--- src/rtl/fdiv_round_pack.sv ---
// fdiv_round_pack
// Back end of the floating-point divide path. Takes the raw fixed-point
// quotient from the mantissa divider, normalises it, rounds to nearest-even,
// forms the result exponent, resolves IEEE special operands and packs the
// final float. Two register stages with valid/ready backpressure.
//
// Ports
//   clk        rising-edge clock
//   reset      asynchronous active-low reset
//   in_valid   operand/quotient bundle valid
//   in_ready   stage can accept a bundle this cycle
//   sign_a/b   operand signs
//   exp_a/b    biased operand exponents
//   frac_nz_a/b operand fraction nonzero
//   quotient   unsigned quotient, bit WIDTH+4 has weight 2^0, value in [0.5,2)
//   out_valid  result valid
//   out_ready  downstream accepts result
//   result     packed {sign, exponent, fraction}
//   flags      {invalid, div_by_zero, overflow, underflow, inexact}

module fdiv_round_pack #(
    parameter int WIDTH = 23,
    parameter int EXP_W = 8,
    parameter int BIAS  = 127
) (
    input  logic                   clk,
    input  logic                   reset,
    input  logic                   in_valid,
    output logic                   in_ready,
    input  logic                   sign_a,
    input  logic                   sign_b,
    input  logic [EXP_W-1:0]       exp_a,
    input  logic [EXP_W-1:0]       exp_b,
    input  logic                   frac_nz_a,
    input  logic                   frac_nz_b,
    input  logic [WIDTH+4:0]       quotient,
    output logic                   out_valid,
    input  logic                   out_ready,
    output logic [EXP_W+WIDTH:0]   result,
    output logic [4:0]             flags
);

    localparam int EW = EXP_W + 2;

    localparam logic [EXP_W-1:0]       EXP_ONES = '1;
    localparam logic signed [EW-1:0]   BIAS_E   = EW'(BIAS);
    localparam logic signed [EW-1:0]   EMAX_E   = EW'((1 << EXP_W) - 1);
    localparam logic signed [EW-1:0]   ZERO_E   = '0;
    localparam logic signed [EW-1:0]   ONE_E    = EW'(1);

    localparam logic [EXP_W+WIDTH:0]   QNAN =
        {1'b0, EXP_ONES, 1'b1, {(WIDTH-1){1'b0}}};

    typedef struct packed {
        logic                   sign;
        logic [WIDTH-1:0]       frac;
        logic                   g;
        logic                   s;
        logic signed [EW-1:0]   e;
        logic                   zero_a;
        logic                   inf_a;
        logic                   nan_a;
        logic                   zero_b;
        logic                   inf_b;
        logic                   nan_b;
    } s1_t;

    logic adv1;
    logic adv2;

    logic s1_valid_d, s1_valid_q;
    s1_t  s1_d, s1_q;
    s1_t  s1_new;

    logic                   s2_valid_d, s2_valid_q;
    logic [EXP_W+WIDTH:0]   result_d, result_q;
    logic [4:0]             flags_d, flags_q;

    logic [EXP_W+WIDTH:0]   res_calc;
    logic [4:0]             flg_calc;

    // ------------------------------------------------------------------
    // Handshake
    // ------------------------------------------------------------------
    assign adv2      = !s2_valid_q || out_ready;
    assign adv1      = !s1_valid_q || adv2;
    assign in_ready  = adv1;
    assign out_valid = s2_valid_q;
    assign result    = result_q;
    assign flags     = flags_q;

    // ------------------------------------------------------------------
    // Stage 1: normalise, exponent, operand classification
    // ------------------------------------------------------------------
    always_comb begin
        logic                   norm_hi;
        logic signed [EW-1:0]   ea_e;
        logic signed [EW-1:0]   eb_e;
        logic signed [EW-1:0]   dec_e;

        norm_hi = quotient[WIDTH+4];
        ea_e    = {2'b00, exp_a};
        eb_e    = {2'b00, exp_b};
        dec_e   = {{(EW-1){1'b0}}, ~norm_hi};

        s1_new = '0;
        s1_new.sign = sign_a ^ sign_b;
        if (norm_hi) begin
            s1_new.frac = quotient[WIDTH+3:4];
            s1_new.g    = quotient[3];
            s1_new.s    = |quotient[2:0];
        end else begin
            s1_new.frac = quotient[WIDTH+2:3];
            s1_new.g    = quotient[2];
            s1_new.s    = |quotient[1:0];
        end
        s1_new.e = ea_e - eb_e + BIAS_E - dec_e;

        // Subnormal operands are flushed to zero regardless of fraction.
        s1_new.zero_a = (exp_a == '0);
        s1_new.inf_a  = (exp_a == EXP_ONES) && !frac_nz_a;
        s1_new.nan_a  = (exp_a == EXP_ONES) &&  frac_nz_a;
        s1_new.zero_b = (exp_b == '0);
        s1_new.inf_b  = (exp_b == EXP_ONES) && !frac_nz_b;
        s1_new.nan_b  = (exp_b == EXP_ONES) &&  frac_nz_b;
    end

    always_comb begin
        s1_valid_d = s1_valid_q;
        s1_d       = s1_q;
        if (adv1) begin
            s1_valid_d = in_valid;
            if (in_valid) begin
                s1_d = s1_new;
            end
        end
    end

    // ------------------------------------------------------------------
    // Stage 2: round, range check, special cases, pack
    // ------------------------------------------------------------------
    always_comb begin
        logic                   rnd_up;
        logic [WIDTH:0]         frac_sum;
        logic [WIDTH-1:0]       frac_rnd;
        logic signed [EW-1:0]   e_rnd;
        logic                   inexact;
        logic                   sgn;

        sgn      = s1_q.sign;
        rnd_up   = s1_q.g && (s1_q.s || s1_q.frac[0]);
        frac_sum = {1'b0, s1_q.frac} + {{WIDTH{1'b0}}, rnd_up};
        inexact  = s1_q.g || s1_q.s;

        // A carry out means the fraction was all ones: mantissa becomes 2.0,
        // i.e. fraction zero with the exponent bumped.
        if (frac_sum[WIDTH]) begin
            frac_rnd = '0;
            e_rnd    = s1_q.e + ONE_E;
        end else begin
            frac_rnd = frac_sum[WIDTH-1:0];
            e_rnd    = s1_q.e;
        end

        res_calc = {sgn, e_rnd[EXP_W-1:0], frac_rnd};
        flg_calc = {4'b0000, inexact};

        if (e_rnd >= EMAX_E) begin
            res_calc = {sgn, EXP_ONES, {WIDTH{1'b0}}};
            flg_calc = 5'b00101;
        end else if (e_rnd <= ZERO_E) begin
            res_calc = {sgn, {(EXP_W+WIDTH){1'b0}}};
            flg_calc = 5'b00011;
        end

        // Special operands take priority over the arithmetic result.
        if (s1_q.nan_a || s1_q.nan_b) begin
            res_calc = QNAN;
            flg_calc = 5'b00000;
        end else if ((s1_q.zero_a && s1_q.zero_b) || (s1_q.inf_a && s1_q.inf_b)) begin
            res_calc = QNAN;
            flg_calc = 5'b10000;
        end else if (s1_q.zero_b && !s1_q.zero_a && !s1_q.inf_a) begin
            res_calc = {sgn, EXP_ONES, {WIDTH{1'b0}}};
            flg_calc = 5'b01000;
        end else if (s1_q.inf_a) begin
            // b is finite here (inf/inf and NaNs already handled); inf/0 lands here too.
            res_calc = {sgn, EXP_ONES, {WIDTH{1'b0}}};
            flg_calc = 5'b00000;
        end else if (s1_q.zero_a || s1_q.inf_b) begin
            res_calc = {sgn, {(EXP_W+WIDTH){1'b0}}};
            flg_calc = 5'b00000;
        end
    end

    always_comb begin
        s2_valid_d = s2_valid_q;
        result_d   = result_q;
        flags_d    = flags_q;
        if (adv2) begin
            s2_valid_d = s1_valid_q;
            if (s1_valid_q) begin
                result_d = res_calc;
                flags_d  = flg_calc;
            end
        end
    end

    // ------------------------------------------------------------------
    // Registers
    // ------------------------------------------------------------------
    always_ff @(posedge clk or negedge reset) begin
        if (!reset) begin
            s1_valid_q <= 1'b0;
            s1_q       <= '0;
            s2_valid_q <= 1'b0;
            result_q   <= '0;
            flags_q    <= '0;
        end else begin
            s1_valid_q <= s1_valid_d;
            s1_q       <= s1_d;
            s2_valid_q <= s2_valid_d;
            result_q   <= result_d;
            flags_q    <= flags_d;
        end
    end

endmodule

--- config.mk ---
export PLATFORM = sky130hd
export DESIGN_NAME = fdiv_round_pack
export DESIGN_NICKNAME = d
export VERILOG_FILES = /design/src/rtl/fdiv_round_pack.sv
export SDC_FILE = /design/constraint.sdc
export NUM_CORES = 1
export LEC_CHECK = 0
export CAP_MARGIN = 10
export CORE_UTILIZATION = 45
export CTS_CLUSTER_SIZE = 12
export DETAILED_ROUTE_END_ITERATION = 7
export DONT_BUFFER_PORTS = 1
export PLACE_DENSITY_LB_ADDON = 0.2
export REMOVE_ABC_BUFFERS = 1
export SYNTH_ARGS = -nofsm -noshare
export SYNTH_HDL_FRONTEND = slang
export SYNTH_SLANG_ARGS = --single-unit
--- constraint.sdc ---
create_clock -name clk -period 2.2 [get_ports clk]
set_input_delay 0.11 -clock clk [delete_from_list [all_inputs] [get_ports clk]]
set_output_delay 0.11 -clock clk [all_outputs]
set_load 0.02 [all_outputs]
==> results.cfg <==
[status]
outcome = finished with violations
violations = negative setup slack

[final_layout]
syn2layout_area_growth_pct = 39.43
num-nets-final = 743
final_common_cell = buf_4
diodes = 0
nFillCells = 848
most-common-layout-cells = buf_4 (89), dfrtp_1 (81), nand2_1 (79)
final_cell_count_no_fill = 811
layout-drive-gt1-share_pct = 27.26

[pwr]
ir_worst_vdd_mv = 0.3823
p_leak_nw = 3.076
p_per_area_nw_per_um2 = 868.7

[sta]
skew_ps = 12.93
whs_ps = 1.153
tightestPinTransition_ps = 496.1
fmax_mhz = 424.0
slew_violations = 0
timing.slew.headroom_pct = 66.81
setup_ws_ps = -158.5
finalSetupViolations = 34
grt_setup_unrepaired = true
hold_violations = 0
period_minus_slack_ps = 2358
min_period_over_period_pct = 107.2

[worst_setup_path]
crit_end = result[25]
worst-path-max-fanout = 5
ff2ff_setup_slack_ps = -160
critical_path.startpoint = s1_q[16]
cp-start-kind = register
ff2ff_path_depth = 10
critPathKind = reg2reg
worstSetupEndpointType = register
cp.required_ps = 2500
path_cells = o21a_1 > ha_4 > nand3_4 > nor4_4 > buf_6 > nand2_4 > or4_4 > and3_4 > o21ai_4 > o221a_1
crit_arrival_ps = 2660
r2r-end = result[25]
cp_num_cells = 10
cpPeakStageDelay_ps = 540
cpMaxStageDelayCell = or4_4
r2r_start = s1_q[16]
crit_buf_inv = 1
crit_family = simple AND/OR/NAND/NOR gates

[grt]
antenna_found_initial = 0
grt_max_degree = 82
grt_pass1_vias = 4295
grt_overflow = 0
grt_pass1_wl_mm = 20.56
grtUsageTotal_pct = 22.97

[synth]
netlist.area_leader.share_pct = 40.87
ys.flop_type = dfrtp_1
avgSynthCellArea_um2 = 9.465
netlist_top_cells_area = dfrtp_1 (41%), nand2_1 (6.1%), xor2_1 (5.8%), mux2i_1 (5.2%), o21ai_0 (5.0%)
yosysTopAreaCell = dfrtp_1
synth-async-reset-ratio_pct = 100.0
synth_edf_count = 0
ys_ff_latch = 81
ys_seq_area_share_pct = 40.87
synth_cells = 524
ys_types = 64
synth_area_um2 = 4960
yosys_warnings = 0

[detailed_routing]
dr_wl_met3_um = 468
wl_mm = 12.60
wl_met2_mm = 6.343
first_pass_iters = 4
drt-met1-wl_mm = 5.559
vias = 4353
ant_nets = 0
top_layer = met4
avgViaCountPerCell = 5.367
drt_iter0_markers = 201
wl_per_cell_um = 15.54
drc = 0

[clock_tree]
numCtsBuffers = 9
clock_latency_ps = 360
clockBufferDepth = 2
cts.sink_count = 81
clk_root_buffer_cell = clkbuf_8
cts_tree = done
clk_pin_slew_ps = 90
htreeDepth = 3

[placement]
io_buffers = 0
hpwl_mm = 8.722
place_congestion = 0.8326
dp_cells = 716
pre_cts_ws_ps = -613.3

[min_path]
hold_class = in2reg

[floorplan]
die_h_um = 107.0
ios = 91
start_util_pct = 47.20
die-area_um2 = 11450
core_area_um2 = 10510
rows = 37
fp.dieW_um = 107.0

[run]
max_cap_violations = 0
==> cells in the mapped netlist, types with 2 or more instances <==
library cell / instances
a211oi_1: 3
a21o_1: 8
a21oi_1: 9
a22o_1: 6
a31o_2: 2
a31oi_1: 2
and2_2: 2
and3_1: 3
buf_2: 3
buf_4: 2
buf_6: 3
clkbuf_1: 14
clkbuf_2: 2
dfrtp_1: 81
fa_1: 2
ha_1: 19
inv_1: 22
mux2_2: 4
mux2i_1: 26
nand2_1: 80
nand2b_1: 5
nand3_1: 16
nand3b_1: 2
nand4_1: 14
nor2_1: 23
nor2b_1: 2
nor3_1: 8
nor4_1: 8
o21a_1: 2
o21ai_0: 50
o21ai_1: 12
o221a_1: 4
o22a_1: 3
o31ai_1: 2
o41ai_1: 4
or2_2: 3
or4_1: 3
xnor2_1: 12
xor2_1: 33
==> kinds of logic after synthesis <==
kind of cell,after synthesis,share of synthesized area (%)
muxes,30,6.155
and+or+nand+nor,184,19.17
xor gates and xnor gates,46,8.275
buffers and inverters,49,5.222
AOI/OAI and AO/OA,113,14.71
adders and majority gates,21,5.600
DFF,81,40.87
==> metal layers <==
| metal | GRT usage [%] | vias to the layer above |
|---|---|---|
| met5 | 0 | - |
| met4 | 7.534 | 0 |
| met3 | 4.620 | 17 |
| met2 | 39.12 | 90 |
| met1 | 29.14 | 2104 |
| li1 | - | 2142 |
==> registers in the layout (all words and copies together) (netlist names) <==
name        flops
out_valid       1
s1_valid_q      1
s1_q           42
result         32
flags           5
==> power breakdown <==
part	switching [mW]	internal (mW)	leakage [nW]	total, mW
logic	1.17	1.34	1.97	2.51
clock network	0.586	0.450	0.0855	1.04
registers	0.607	1.86	1.02	2.46
total	2.37	3.64	3.08	6.01
==> layout make-up <==
cell class	count	area [um2]	area share [%]
well taps	136	170.2	2.461
multi-input cells	394	2993	43.28
flip-flops and latches	81	2027	29.31
clock buffers	10	137.6	1.990
clock inverters	6	48.80	0.7056
repair buffers	162	1444	20.88
inverters	22	95.09	1.375
==> timing repair <==
action / 4_1_cts / 5_1_grt
cloned: 1 / 0
endpoints found under the hold margin: 116 / 0
resized for setup: 34 / 50
hold buffers: 65 / 0
buffers inserted: 5 / 9
pin swaps: 6 / 26
endpoints found under the setup margin: 38 / 38
==> worst min-delay path by stage <==
stage,slack [ps],end,depth (start not counted),from
floorplan,-190,flags[0],0,reset
global placement,-180,result[12],0,reset
detailed placement,-180,result[14],0,reset
CTS,0.2,s1_q[34],2,quotient[27]
global route,30,s1_q[34],2,quotient[27]
finish,1,s1_q[34],2,quotient[27]
==> through the flow <==
stage | power (mW) | utilization [%] | instance area [um2] | setup TNS, ps
3_3_place_gp | 4.370 | 53.33 | 5604 | -7138
5_1_grt | 6.411 | 65.81 | 6915 | -8100
6_report | 6.007 | 65.81 | 6915 | -3866
2_1_floorplan | 3.595 | - | 4783 | -17680
4_1_cts | 5.778 | 63.23 | 6645 | -2969
3_5_place_dp | 4.425 | 53.33 | 5604 | -8298
(Power assumes the default switching activity.)
